[src/rtl/hgcal_fc_pkg.sv]
// Shared fast-control definitions: 8-bit command codes (common with the encoder side),
// alignment FSM states and the code-table helpers used by the ROC-side decoder.
package hgcal_fc_pkg;

    localparam logic [7:0] FC_IDLE           = 8'hAC;
    localparam logic [7:0] FC_L1A            = 8'h99;
    localparam logic [7:0] FC_ORBIT_SYNC     = 8'hB4;
    localparam logic [7:0] FC_OCR            = 8'hD2;
    localparam logic [7:0] FC_LINK_RESET     = 8'hA5;
    localparam logic [7:0] FC_DAQ_RESET      = 8'hC3;
    localparam logic [7:0] FC_CALIB_REQ      = 8'h96;
    localparam logic [7:0] FC_LINK_DAQ_RESET = 8'hE1;

    typedef enum logic [1:0] {
        SEARCH = 2'd0,
        VERIFY = 2'd1,
        LOCKED = 2'd2
    } fc_state_e;

    typedef struct packed {
        logic l1a;
        logic orbit_sync;
        logic ocr;
        logic link_reset;
        logic daq_reset;
        logic calib_req;
    } fc_cmd_t;

    function automatic logic is_valid_code(input logic [7:0] w);
        case (w)
            FC_IDLE, FC_L1A, FC_ORBIT_SYNC, FC_OCR, FC_LINK_RESET,
            FC_DAQ_RESET, FC_CALIB_REQ, FC_LINK_DAQ_RESET: return 1'b1;
            default:                                       return 1'b0;
        endcase
    endfunction

    function automatic fc_cmd_t decode_cmd(input logic [7:0] w);
        fc_cmd_t c;
        c = '0;
        case (w)
            FC_L1A:            c.l1a        = 1'b1;
            FC_ORBIT_SYNC:     c.orbit_sync = 1'b1;
            FC_OCR:            c.ocr        = 1'b1;
            FC_LINK_RESET:     c.link_reset = 1'b1;
            FC_DAQ_RESET:      c.daq_reset  = 1'b1;
            FC_CALIB_REQ:      c.calib_req  = 1'b1;
            FC_LINK_DAQ_RESET: begin
                c.link_reset = 1'b1;
                c.daq_reset  = 1'b1;
            end
            default: ;
        endcase
        return c;
    endfunction

endpackage

[src/rtl/hgcal_fc_word_align.sv]
// Word aligner: shifts the serial stream in, hunts for IDLE to set the word phase,
// then verifies and holds lock with good/bad word counters.
module hgcal_fc_word_align
    import hgcal_fc_pkg::*;
#(
    parameter int LOCK_COUNT   = 4,
    parameter int UNLOCK_COUNT = 3
) (
    input  logic       clk320,
    input  logic       n_rstExt,
    input  logic       command_rx,
    output logic [7:0] word_o,
    output logic       word_stb_o,
    output logic       phase_hi_o,
    output logic       locked_o
);

    localparam int GW = $clog2(LOCK_COUNT + 1);
    localparam int BW = $clog2(UNLOCK_COUNT + 1);
    localparam logic [GW-1:0] LOCK_CNT   = GW'(LOCK_COUNT);
    localparam logic [BW-1:0] UNLOCK_CNT = BW'(UNLOCK_COUNT);

    logic [7:0]    sreg_q, sreg_d;
    logic [2:0]    phase_q, phase_d;
    fc_state_e     state_q, state_d;
    logic [GW-1:0] good_q, good_d;
    logic [BW-1:0] bad_q, bad_d;
    logic          boundary;
    logic          valid;

    assign boundary = (phase_q == 3'd7);
    assign valid    = is_valid_code(sreg_q);

    // NOTE: every signal written here gets a default first, so no latch is inferred.
    always_comb begin
        sreg_d  = {sreg_q[6:0], command_rx};
        phase_d = phase_q + 3'd1;
        state_d = state_q;
        good_d  = good_q;
        bad_d   = bad_q;
        case (state_q)
            SEARCH: begin
                // An IDLE match makes this cycle the boundary, so the next word starts at phase 0.
                if (sreg_q == FC_IDLE) begin
                    phase_d = 3'd0;
                    state_d = VERIFY;
                    good_d  = GW'(1);
                end
            end
            VERIFY: begin
                if (boundary) begin
                    if (valid) begin
                        good_d = good_q + GW'(1);
                        if (good_d == LOCK_CNT) begin
                            state_d = LOCKED;
                            bad_d   = '0;
                        end
                    end else begin
                        state_d = SEARCH;
                        good_d  = '0;
                    end
                end
            end
            LOCKED: begin
                if (boundary) begin
                    if (valid) begin
                        bad_d = '0;
                    end else begin
                        bad_d = bad_q + BW'(1);
                        if (bad_d == UNLOCK_CNT) begin
                            state_d = SEARCH;
                            good_d  = '0;
                        end
                    end
                end
            end
            default: state_d = SEARCH;
        endcase
    end

    // NOTE: sequential state uses non-blocking assignments so every reader sees pre-edge values.
    always_ff @(posedge clk320 or negedge n_rstExt) begin
        if (!n_rstExt) begin
            sreg_q  <= '0;
            phase_q <= '0;
            state_q <= SEARCH;
            good_q  <= '0;
            bad_q   <= '0;
        end else begin
            sreg_q  <= sreg_d;
            phase_q <= phase_d;
            state_q <= state_d;
            good_q  <= good_d;
            bad_q   <= bad_d;
        end
    end

    assign word_o     = sreg_q;
    assign word_stb_o = (state_q == LOCKED) && boundary;
    assign phase_hi_o = phase_q[2];
    assign locked_o   = (state_q == LOCKED);

endmodule

[src/rtl/hgcal_fc_stream_decoder.sv]
// ROC-side fast-control receiver: aligns the 320 Mb/s stream and turns each locked word
// into BX strobe, recovered clk40 and one-cycle command pulses. Macro FC_BX_COUNTER_EN adds bx_count.
module hgcal_fc_stream_decoder
    import hgcal_fc_pkg::*;
#(
    parameter int LOCK_COUNT   = 4,
    parameter int UNLOCK_COUNT = 3
`ifdef FC_BX_COUNTER_EN
    , parameter int ORBIT_LEN  = 3564
`endif
) (
    input  logic        clk320,
    input  logic        n_rstExt,
    input  logic        command_rx,
    output logic        locked,
    output logic        bx_strobe,
    output logic        clk40_out,
    output logic [7:0]  fc_word,
    output logic        l1a,
    output logic        orbit_sync,
    output logic        ocr,
    output logic        link_reset,
    output logic        daq_reset,
    output logic        calib_req,
    output logic        decode_err,
    output logic [11:0] bx_count
);

    logic [7:0] word;
    logic       word_stb;
    logic       phase_hi;
    logic       locked_int;

    hgcal_fc_word_align #(
        .LOCK_COUNT  (LOCK_COUNT),
        .UNLOCK_COUNT(UNLOCK_COUNT)
    ) u_align (
        .clk320    (clk320),
        .n_rstExt  (n_rstExt),
        .command_rx(command_rx),
        .word_o    (word),
        .word_stb_o(word_stb),
        .phase_hi_o(phase_hi),
        .locked_o  (locked_int)
    );

    logic       strobe_q, err_q, err_d, clk40_q;
    logic [7:0] fc_word_q, fc_word_d;
    fc_cmd_t    cmd_q, cmd_d;

`ifdef FC_BX_COUNTER_EN
    localparam logic [11:0] BX_LAST = 12'(ORBIT_LEN - 1);
    logic [11:0] bx_q, bx_d;
    logic        seen_orbit_q, seen_orbit_d;
`endif

    always_comb begin
        cmd_d     = '0;
        err_d     = 1'b0;
        fc_word_d = fc_word_q;
        if (word_stb) begin
            cmd_d     = decode_cmd(word);
            err_d     = !is_valid_code(word);
            fc_word_d = word;
        end
`ifdef FC_BX_COUNTER_EN
        bx_d         = bx_q;
        seen_orbit_d = seen_orbit_q;
        if (!locked_int) begin
            bx_d         = '0;
            seen_orbit_d = 1'b0;
        end else if (word_stb) begin
            // Only orbits after the first are checked against the expected orbit length.
            if (cmd_d.orbit_sync) begin
                if (seen_orbit_q && (bx_q != BX_LAST)) err_d = 1'b1;
                seen_orbit_d = 1'b1;
            end
            if (cmd_d.orbit_sync || cmd_d.ocr) bx_d = '0;
            else if (bx_q == BX_LAST)          bx_d = '0;
            else                               bx_d = bx_q + 12'd1;
        end
`endif
    end

    always_ff @(posedge clk320 or negedge n_rstExt) begin
        if (!n_rstExt) begin
            strobe_q  <= 1'b0;
            fc_word_q <= '0;
            cmd_q     <= '0;
            err_q     <= 1'b0;
            clk40_q   <= 1'b0;
        end else begin
            strobe_q  <= word_stb;
            fc_word_q <= fc_word_d;
            cmd_q     <= cmd_d;
            err_q     <= err_d;
            clk40_q   <= phase_hi;
        end
    end

`ifdef FC_BX_COUNTER_EN
    always_ff @(posedge clk320 or negedge n_rstExt) begin
        if (!n_rstExt) begin
            bx_q         <= '0;
            seen_orbit_q <= 1'b0;
        end else begin
            bx_q         <= bx_d;
            seen_orbit_q <= seen_orbit_d;
        end
    end
    assign bx_count = bx_q;
`else
    assign bx_count = 12'h000;
`endif

    assign locked     = locked_int;
    assign bx_strobe  = strobe_q;
    assign clk40_out  = clk40_q;
    assign fc_word    = fc_word_q;
    assign l1a        = cmd_q.l1a;
    assign orbit_sync = cmd_q.orbit_sync;
    assign ocr        = cmd_q.ocr;
    assign link_reset = cmd_q.link_reset;
    assign daq_reset  = cmd_q.daq_reset;
    assign calib_req  = cmd_q.calib_req;
    assign decode_err = err_q;

endmodule

[config.mk]
export PLATFORM = sky130hd
export DESIGN_NAME = hgcal_fc_stream_decoder
export DESIGN_NICKNAME = d
export VERILOG_FILES = /design/src/rtl/hgcal_fc_pkg.sv /design/src/rtl/hgcal_fc_word_align.sv /design/src/rtl/hgcal_fc_stream_decoder.sv
export SDC_FILE = /design/constraint.sdc
export NUM_CORES = 1
export LEC_CHECK = 0
export ABC_AREA = 1
export BUFFER_PORTS_ARGS = -buffer_cell sky130_fd_sc_hd__buf_4
export CORE_ASPECT_RATIO = 1.5
export CORE_MARGIN = 3
export CORE_UTILIZATION = 42
export DETAILED_ROUTE_END_ITERATION = 6
export GPL_TIMING_DRIVEN = 0
export HOLD_SLACK_MARGIN = 0.06
export SYNTH_ARGS = -nofsm -noshare
export SYNTH_HDL_FRONTEND = slang
export SYNTH_HIERARCHICAL = 1
export SYNTH_SLANG_ARGS = --single-unit
[constraint.sdc]
create_clock -name clk320 -period 2 [get_ports clk320]
set_input_delay 0.2 -clock clk320 [delete_from_list [all_inputs] [get_ports clk320]]
set_output_delay 0.2 -clock clk320 [all_outputs]
set_load 0.03 [all_outputs]
==> reports/qor.yml, run 1 <==
route:
  ant_nets: 0
  route.vias.total: 1476
  post-route-drc-count: 0
  m1WireLength_um: 1298
  routed-wl-met2_um: 1874
  drt_iter0_drc: 25
  finalWirelength_um: 3395
  wl_met3_um: 124
  via_per_inst: 4.570
  dr.pass1.iters: 4
  wire_per_inst_um: 10.51
  routed.top_layer: "met4"
setup_path:
  worstSetupPathType: "reg2reg"
  worst_r2r_endpoint: "u_align/good_q[1]"
  crit_arrival_ps: 1810
  crit_path_frequent_cell: "inv_1"
  critPathMaxFanout: 6
  critPathMaxStageDelay_ps: 370
  end_kind: "register"
  start_kind: "register"
  reg2reg_slack_ps: 370
  reg2reg_depth: 8
  crit_slowest_cell: "dfrtp_1"
  crit_chain: "inv_1, ha_1, inv_1, or2_2, a21oi_1, nand2_4, nand2_1, o21ai_2"
  cp.required_ps: 2170
  crit_start: "u_align/state_q[0]"
  r2r_start: "u_align/state_q[0]"
timing:
  timing.final.crit_share_pct: 81.69
  fin_tns_setup_ps: 0
  fin_crit_ps: 1634
  finalClockSkew_ps: 7.243
  rsz0062_at_grt: "no"
  hold_viol: 0
  drv_slew: 0
  setup_viol: 0
  max_freq_mhz: 612.1
grt:
  grt_usage_pct: 14.50
  grt_pass1_vias: 1381
  overflow: 0
  grt_max_degree: 36
  grt_pass1_wl_um: 5892
  antenna_found_initial: 0
min_path:
  hold_depth: 0
  hold_path.class: "reg2reg"
  min_to: "clk40_out"
  min_from: "u_align/phase_q[2]"
floorplan:
  die_y_um: 88.44
  ios: 33
  start_util_pct: 44.07
  die-area_sq_mm: 0.005391
  rows: 29
  core_sq_mm: 0.004318
  die_w_um: 60.96
power:
  leakage_nw: 1.232
  vdd_ir_drop_max_mv: 0.3901
  cellPowerDensity_mw_per_mm2: 782.7
  p_total_mw: 1.767
yosys:
  avgSynthCellArea_sq_um: 8.064
  synth-seq-cells: 35
  synth_top_area_cell: "dfrtp_1"
  synth.area.top_cells: "dfrtp_1, nand2_1, inv_1"
  synth_top_cell_area_share_pct: 46.02
  synth_cell_types: 26
  ys_seq_area_share_pct: 46.02
  syn_inst: 236
  yosysWarnings: 6
  syn_area_sq_mm: 0.001903
job:
  max_cap_violations: 0
layout:
  finalNonFillerCells: 323
  antenna_cells: 0
  seqCellArea_sq_um: 875.8
  utilization_pct: 52.27
  area_delta_synth_final_pct: 18.61
  drive_above_1_share_pct: 25.99
  layout_common_cells: "nand2_1, dfrtp_1, buf_4"
  multi_input_area_sq_um: 848.3
  final_common_cell: "nand2_1"
  final_nets: 287
  nFillCells: 440
run_status:
  outcome: "complete, no violations"
clocking:
  clock-sinks: 35
  path_clk_slew_ps: 70
  clk_latency_ps: 280
  cts_root_buf: "clkbuf_8"
  cts_buffers: 5
  cts_tree: "done"
  cts_max_path_buffers: 2
  htreeDepth: 2
placed_design:
  routabilityCongestion: 0.8803
  port_buffers: 20
  dpl.hpwl_um: 2650
  dp.cells: 313
[layer usage]
layer / GRT usage, % / up-vias
li1: - / 782
met1: 14.33 / 656
met2: 27.26 / 28
met3: 3.504 / 10
met4: 6.706 / 0
met5: 0 / -
[worst max path at each step]
stage	end	cells past startpoint	slack, ps
after global placement	u_align/good_q[1]	8	360
after detailed placement	u_align/good_q[1]	8	350
after CTS	u_align/good_q[2]	8	340
final	u_align/good_q[1]	8	370
after floorplan	u_align/good_q[0]	9	390
after global routing	u_align/state_q[0]	11	170
[where the power goes]
group	internal (mW)	leakage [nW]	total [mW]	switching, mW
logic	0.168	0.735	0.461	0.293
registers	0.771	0.456	0.821	0.0497
clock network	0.243	0.0412	0.484	0.241
total	1.18	1.23	1.77	0.584
[sequential cells by signal (all words and copies together) (netlist names), 2 cells and up]
signal / count
u_align/bad_q: 2
u_align/word_o: 8
u_align/phase_q: 3
u_align/state_q: 2
fc_word: 8
u_align/good_q: 3
[synth_stat cells]
library cell	n
nand2_1	58
dfrtp_1	35
inv_1	27
nor2_1	27
buf_4	12
nand2_2	11
ha_1	8
nand3_1	8
nor2_2	8
o21ai_0	8
nand4_1	5
a21oi_1	4
inv_2	4
nand2_4	3
nor3_1	3
o21ai_1	3
buf_2	2
nor2_4	2
a211oi_1	1
clkinv_1	1
conb_1	1
nand3_2	1
o21ai_2	1
o22ai_1	1
or2_2	1
xor2_1	1
[cells by family (layout without fill, tap and decap cells)]
group / count (synthesis) / in the layout / share of synthesized area (%)
fa+ha+maj: 8 / 8 / 5.260
simple gates: 127 / 127 / 31.36
other cells: 1 / 12 / 0.1970
buf+inv: 46 / 76 / 11.57
compound gates: 18 / 18 / 5.129
flops: 35 / 35 / 46.02
xor+xnor: 1 / 1 / 0.4603
[worst max-delay path, delay by kind of cell (launching register included)]
family | cells | cell delay (ps)
AOI/OAI and AO/OA | 2 | 290
buffers and inverters | 2 | 120
DFF | 1 | 370
and+or+nand+nor | 3 | 450
adders and majority gates | 1 | 300
[final cells by class]
| class | count | area share, % |
|---|---|---|
| Tap cell | 46 | 2.550 |
| Buffer | 14 | 4.435 |
| Multi-Input combinational cell | 166 | 37.58 |
| Timing Repair Buffer | 22 | 7.539 |
| Sequential cell | 35 | 38.80 |
| Inverter | 32 | 5.322 |
| Clock buffer | 6 | 3.215 |
| Clock inverter | 2 | 0.5543 |
[stage by stage]
step           area, sq um  hold slack, ps  setup WS (ps)
3_5_place_dp          2152           171.5          353.3
6_report              2257           383.5          366.2
4_1_cts               2257           389.1          343.5
2_1_floorplan         1944          -95.59          390.3
3_3_place_gp          2152           173.0          360.1
5_1_grt               2257           396.9          174.5
[repair_timing]
item / CTS / global route
endpoints found under the hold margin: 36 / 0
buffers inserted: 0 / 0
resized for setup: 0 / 0
hold buffers: 2 / 0
(Power assumes the default switching activity.)
==> inputs of run 2 (changes only) <==
--- a/config.mk
+++ b/config.mk
@@ -5,7 +5,7 @@
 export SDC_FILE = /design/constraint.sdc
 export NUM_CORES = 1
 export LEC_CHECK = 0
-export ABC_AREA = 1
+export ABC_AREA = 0
 export BUFFER_PORTS_ARGS = -buffer_cell sky130_fd_sc_hd__buf_4
 export CORE_ASPECT_RATIO = 1.5
 export CORE_MARGIN = 3
@@ -13,6 +13,7 @@
 export DETAILED_ROUTE_END_ITERATION = 6
 export GPL_TIMING_DRIVEN = 0
 export HOLD_SLACK_MARGIN = 0.06
+export PLACE_DENSITY = 0.65
 export SYNTH_ARGS = -nofsm -noshare
 export SYNTH_HDL_FRONTEND = slang
 export SYNTH_HIERARCHICAL = 1
==> constraint.sdc (replaced) <==
create_clock -name clk320 -period 1.3 [get_ports clk320]
set_input_delay 0.13 -clock clk320 [delete_from_list [all_inputs] [get_ports clk320]]
set_output_delay 0.13 -clock clk320 [all_outputs]
set_load 0.03 [all_outputs]
==> run 2 against run 1 <==
  * The flow now finishes with violations (negative setup slack)
  * Sequential power up 57%
  * First-iteration DRC count grew 52%
  * Via count increased by 2.0%
  * Global-route usage increased by 3.5 points
  * Critical path depth fell by 1
  * Synthesized cell count down 31%
  * Setup slack lost 840 ps
  * Clock power up 110%
  * Sequential share of layout area is 7.5 points lower
  * Critical endpoint is now u_align/state_q[0]
  * Largest cell class is now multi-input combinational cells
==> reports/qor.yml, run 2 <==
run_status:
  outcome: "finished with violations"  # was complete, no violations
  violations: "negative setup slack"
timing:
  fin_crit_ps: 1776  # was 1634 ps
  max_freq_mhz: 563.1  # was 612.1 MHz
  drv_slew: 0  # unchanged
  worst_slack_ps: -476.0  # was 366.2 ps
  fin_tns_setup_ps: -5977  # was 0 ps
  hold_viol: 0  # unchanged
  timing.final.crit_share_pct: 136.6  # was 81.69%
  rsz0062_at_grt: "yes"  # was no
  finalClockSkew_ps: 5.216  # was 7.243 ps
  setup_viol: 23  # was 0
placed_design:
  port_buffers: 20  # unchanged
  pre_cts_ws_ps: -535.0  # was 353.3 ps
  routabilityCongestion: 0.8507  # was 0.8803
  dpl.hpwl_um: 2713  # was 2650 um
  placed_cell_area_sq_mm: 0.002177  # was 0.002152 sq mm
clocking:
  cts_tree: "done"  # unchanged
  clk_latency_ps: 290  # was 280 ps
  cts_root_buf: "clkbuf_8"  # unchanged
  cts_buffers: 5  # unchanged
  cts_max_path_buffers: 2  # unchanged
  htreeDepth: 2  # unchanged
  path_clk_slew_ps: 70  # about the same
  clock-sinks: 35  # unchanged
yosys:
  synth_common_cells: "dfrtp_1, buf_4, ha_1, nor2_1"  # was nand2_1, dfrtp_1, inv_1, nor2_1, buf_4
  synth-seq-cells: 35  # unchanged
  synth_top_area_cell: "dfrtp_1"  # unchanged
  synth.area.top_cells: "dfrtp_1, ha_1, buf_4"  # was dfrtp_1, nand2_1, inv_1
  synthArstFlopShare_pct: 100.0  # unchanged
  yosysWarnings: 6  # unchanged
  synth_top_cell_area_share_pct: 48.04  # was 46.02%
  synth_most_common_cell: "dfrtp_1"  # was nand2_1
  synth_ff_type: "dfrtp_1"  # unchanged
  synth-edff-count: 0  # unchanged
  ys_seq_area_share_pct: 48.04  # was 46.02%
  avgSynthCellArea_sq_um: 11.25  # was 8.064 sq um
  syn_area_sq_mm: 0.001823  # was 0.001903 sq mm
  syn_inst: 162  # was 236
  synth_cell_types: 47  # was 26
route:
  via_per_inst: 5.457  # was 4.570
  wire_per_inst_um: 17.39  # was 10.51 um
  route.vias.total: 1506  # was 1476
  ant_nets: 0  # unchanged
  drt_iter0_drc: 38  # was 25
  dr.pass1.iters: 5  # was 4
  finalWirelength_um: 4800  # was 3395 um
  post-route-drc-count: 0  # unchanged
power:
  leakage_nw: 1.305  # was 1.232 nW
  cellPowerDensity_mw_per_mm2: 1242  # was 782.7 mW/mm^2
  vdd_ir_drop_max_mv: 1.268  # was 0.3901 mV
grt:
  grt_pass1_vias: 1565  # was 1381
  grt_max_degree: 36  # unchanged
  grt_usage_pct: 18.02  # was 14.50%
  overflow: 0  # unchanged
  grt_pass1_wl_um: 7107  # was 5892 um
  antenna_found_initial: 0  # unchanged
setup_path:
  end_kind: "register"  # unchanged
  critPathMaxFanout: 8  # was 6
  cp.required_ps: 1470  # was 2170 ps
  worstSetupPathType: "reg2reg"  # unchanged
  crit_arrival_ps: 1950  # was 1810 ps
  start_kind: "register"  # unchanged
layout:
  layout_common_cells: "buf_4, dfrtp_1, conb_1"  # was nand2_1, dfrtp_1, buf_4
  fin_area_sq_mm: 0.002833  # was 0.002257 sq mm
  multi_input_area_sq_mm: 0.001186  # was 848.3 sq um
  seqCellArea_sq_um: 885.9  # was 875.8 sq um
  nFillCells: 292  # was 440
  utilization_pct: 69.70  # was 52.27%
  drive_above_1_share_pct: 57.58  # was 25.99%
  antenna_cells: 0  # unchanged
  final_nets: 241  # was 287
  final_common_cell: "buf_4"  # was nand2_1
  area_delta_synth_final_pct: 55.39  # was 18.61%
floorplan:
  die_w_um: 59.79  # was 60.96 um
  core_sq_mm: 0.004064  # was 0.004318 sq mm
  start_util_pct: 44.86  # was 44.07%
  ios: 33  # unchanged
  die_y_um: 86.69  # was 88.44 um
  die-area_sq_mm: 0.005183  # was 0.005391 sq mm
  rows: 28  # was 29
job:
  max_cap_violations: 0  # unchanged
min_path:
  hold_path.class: "in2async"  # was reg2reg
[run 2: changes by cell type in the layout (fill, tap and decap cells not counted), moves of 6 or more]
cell     delta
buf_4      +17
o21ai_0     -6
mux2_4      +8
dfrtp_1     -8
nor2_1     -20
nor2_2      -7
nand2_2    -10
inv_1      -22
nand3_1     -6
buf_6       +9
dfrtp_2     +8
nand2_1    -53
[run 2: cell families (layout without fill, tap and decap cells)]
group / after synthesis / in the layout / synth area share [%]
adders and majority gates: 8 / 8 / 5.491
other: 1 / 12 / 0.2057
AOI/OAI and AO/OA: 32 / 32 / 13.25
buffers and inverters: 22 / 80 / 7.344
and+or+nand+nor: 53 / 53 / 19.08
xor gates and xnor gates: 3 / 3 / 1.442
DFF: 35 / 35 / 48.04
muxes: 8 / 8 / 5.148
[run 2: power by group]
| group | leakage (nW) | internal (mW) | switching, mW |
|---|---|---|---|
| Combinational | 0.796 | 0.588 | 0.628 |
| Clock | 0.0612 | 0.620 | 0.396 |
| Sequential | 0.448 | 1.19 | 0.0973 |
| Total | 1.31 | 2.40 | 1.12 |
[run 2: per-layer routing]
metal  vias up  GRT usage, %  wire [um]
met4         0         9.073        183
li1        689             -          -
met3        19         3.726        180
met2        42         33.96       2816
met5         -             0          0
met1       756         17.52       1620
[run 2: through the flow]
stage | hold slack [ps] | power [mW] | instances
floorplan | -165.6 | 1.969 | 173
global placement | 96.92 | 2.129 | 238
detailed placement | 106.6 | 2.185 | 238
CTS | 345.6 | 3.413 | 267
global route | 384.6 | 3.667 | 276
finish | 343.0 | 3.519 | 276
[run 2: worst max-delay path: stages, from the launching register on]
cell	delay [ps]
dfrtp_2	470
buf_4	160
nand4bb_4	110
o21ai_2	170
and3_1	170
a32o_2	210
o21ai_2	70
mux2_4	290
[run 2: final cells by class]
type	instances	area share (%)
Buffer	15	4.284
Clock buffer	6	2.915
Clock inverter	2	1.237
Inverter	7	0.9276
Multi-Input combinational cell	116	41.87
Sequential cell	35	31.27
Tap cell	45	1.988
Timing Repair Buffer	50	15.50
[run 2: path summary, 6_finish.rpt]
path	start	endpoint	depth (start not counted)	slack (ps)
worst min-delay path	n_rstExt	ocr	2	340
worst min register to register	u_align/phase_q[2]	clk40_out	0	440
max in group asynchronous	n_rstExt	u_align/word_o[3]	2	620
worst max-delay path	u_align/word_o[5]	u_align/state_q[0]	7	-480
min in group clk320	u_align/phase_q[2]	clk40_out	0	440
worst max register to register	u_align/word_o[5]	u_align/state_q[0]	7	-480
[run 2: what timing repair did]
item	in CTS	in global routing
setup endpoints to repair	22	23
cloned	1	0
pin swaps	14	11
gates resized for setup	32	25
hold endpoints to repair	36	0
hold buffers	2	0
buffers inserted	18	9
==> inputs of run 3 (changes only) <==
==> constraint.sdc (replaced) <==
create_clock -name clk320 -period 1.3 [get_ports clk320]
set_input_delay 0.26 -clock clk320 [delete_from_list [all_inputs] [get_ports clk320]]
set_output_delay 0.26 -clock clk320 [all_outputs]
set_load 0.03 [all_outputs]
==> run 3 against run 2 <==
  * The flow still finishes with violations (negative setup slack)
  * Critical path depth is 1 lower
  * Total power is 1.1% higher
  * Clock-buffer cell count stayed put
  * Highest routed layer unchanged
  * Register-to-register slack worse by 50 ps
  * Clock skew is 4.6 ps higher
  * Fmax is 2.6% lower
==> reports/qor.yml, run 3 (synthesis results as in run 2) <==
min_path:
  hold_path.class: "in2reg"  # was in2async
  min_to: "u_align/word_o[0]"
  min_from: "command_rx"
  hold_depth: 1
timing:
  finalClockSkew_ps: 9.806  # was 5.216 ps
  rsz0062_at_grt: "yes"  # unchanged
  setup_viol: 22  # was 23
  worst_slack_ps: -523.0  # was -476.0 ps
  timing.final.crit_share_pct: 140.2  # was 136.6%
  drv_slew: 0  # unchanged
  max_freq_mhz: 548.5  # was 563.1 MHz
  fin_crit_ps: 1823  # was 1776 ps
  hold_viol: 0  # unchanged
route:
  route.vias.total: 1497  # was 1506
  wire_per_inst_um: 17.33  # was 17.39 um
  drt_iter0_drc: 52  # was 38
  wl_met3_um: 142  # was 180 um
  routed-wl-met2_um: 2896  # was 2816 um
  dr.pass1.iters: 4  # was 5
  m1WireLength_um: 1655  # was 1620 um
  post-route-drc-count: 0  # unchanged
  via_per_inst: 5.385  # was 5.457
  finalWirelength_um: 4817  # was 4800 um
  routed.top_layer: "met4"  # unchanged
  ant_nets: 0  # unchanged
floorplan:
  die_y_um: 86.69  # unchanged
  die-area_sq_mm: 0.005183  # unchanged
  ios: 33  # unchanged
  die_w_um: 59.79  # unchanged
  core_sq_mm: 0.004064  # unchanged
  start_util_pct: 44.86  # unchanged
  rows: 28  # unchanged
layout:
  finalNonFillerCells: 278  # was 276
  seqCellArea_sq_um: 885.9  # unchanged
  area_delta_synth_final_pct: 55.73  # was 55.39%
  final_common_cell: "buf_4"  # unchanged
  multi_input_area_sq_mm: 0.001191  # was 0.001186 sq mm
  antenna_cells: 0  # unchanged
  fin_area_sq_mm: 0.002839  # was 0.002833 sq mm
  nFillCells: 294  # was 292
  layout_common_cells: "buf_4, dfrtp_1, conb_1"  # unchanged
  drive_above_1_share_pct: 58.80  # was 57.58%
  final_nets: 243  # was 241
clocking:
  path_clk_slew_ps: 70  # about the same
  cts_root_buf: "clkbuf_8"  # unchanged
  htreeDepth: 2  # unchanged
  clock-sinks: 35  # unchanged
  cts_buffers: 5  # unchanged
  cts_max_path_buffers: 2  # unchanged
  clk_latency_ps: 290  # about the same
  cts_tree: "done"  # unchanged
setup_path:
  r2r_start: "u_align/word_o[5]"  # unchanged
  critPathMaxFanout: 8  # unchanged
  reg2reg_depth: 6  # was 7
  worst_r2r_endpoint: "u_align/state_q[0]"  # unchanged
  crit_start: "u_align/word_o[5]"  # unchanged
  start_kind: "register"  # unchanged
  end_kind: "register"  # unchanged
  cp.required_ps: 1470  # about the same
  crit_arrival_ps: 2000  # was 1950 ps
  reg2reg_slack_ps: -520  # was -480 ps
  worstSetupPathType: "reg2reg"  # unchanged
grt:
  grt_usage_pct: 17.74  # was 18.02%
  antenna_found_initial: 0  # unchanged
  grt_pass1_vias: 1556  # was 1565
  grt_pass1_wl_um: 7058  # was 7107 um
  overflow: 0  # unchanged
  grt_max_degree: 36  # unchanged
run_status:
  outcome: "finished with violations"  # unchanged
  violations: "negative setup slack"  # unchanged
power:
  vdd_ir_drop_max_mv: 1.271  # was 1.268 mV
  p_total_mw: 3.557  # was 3.519 mW
  cellPowerDensity_mw_per_mm2: 1253  # was 1242 mW/mm^2
  leakage_nw: 1.314  # was 1.305 nW
placed_design:
  placed_cell_area_sq_mm: 0.002177  # unchanged
  dpl.hpwl_um: 2713  # unchanged
  port_buffers: 20  # unchanged
  dp.cells: 238  # unchanged
  routabilityCongestion: 0.8507  # unchanged
job:
  max_cap_violations: 0  # unchanged
## run 3: report_power, final
group          internal, mW  switching (mW)  leakage [nW]
Clock                 0.621           0.407        0.0612
Sequential             1.19           0.101         0.448
Combinational         0.605           0.634         0.805
## run 3: worst max-delay path, stage by stage (launching register included)
cell,delay [ps]
dfrtp_2,490
nand4bb_1,270
a21oi_2,190
a21oi_2,70
a21bo_4,250
o21ai_2,130
mux2_4,310
## run 3: worst max path at each step
stage	to	slack, ps	depth (start not counted)
2_1_floorplan	u_align/state_q[0]	-390	6
3_3_place_gp	u_align/state_q[0]	-510	6
3_5_place_dp	u_align/state_q[0]	-540	6
4_1_cts	u_align/state_q[0]	-450	6
5_1_grt	u_align/state_q[0]	-590	6
6_report	u_align/state_q[0]	-520	6
## run 3: routing by layer
metal / global-route usage, % / up-vias
li1: - / 692
met1: 17.69 / 765
met2: 33.46 / 29
met3: 3.577 / 11
met4: 8.065 / 0
met5: 0 / -
## run 3: what timing repair did
action | in CTS | in global routing
hold buffers | 1 | 0
setup buffers | 20 | 11
cloned | 1 | 0
resized for setup | 32 | 25
setup endpoints to repair | 23 | 24
hold endpoints to repair | 35 | 0
pin swaps | 14 | 12
## run 3: area by class of cell
class | count | area share, %
clock inverter | 2 | 1.234
buffer | 15 | 4.275
tap | 45 | 1.983
clock buffer | 6 | 2.909
multi-input combinational | 116 | 41.96
inverter | 7 | 0.9255
sequential | 35 | 31.20
timing repair buffer | 52 | 15.51
## run 3: per-stage QoR
step / TNS [ps] / setup slack [ps] / hold WS [ps] / utilization [%]
6_report: -6133 / -523.0 / 75.21 / 69.86
5_1_grt: -7416 / -586.1 / 71.32 / 69.86
4_1_cts: -5619 / -450.2 / 69.77 / 65.09
3_5_place_dp: -4815 / -535.0 / 236.6 / 53.57
3_3_place_gp: -4228 / -509.8 / 226.9 / 53.57
2_1_floorplan: -2877 / -393.6 / -35.59 / -
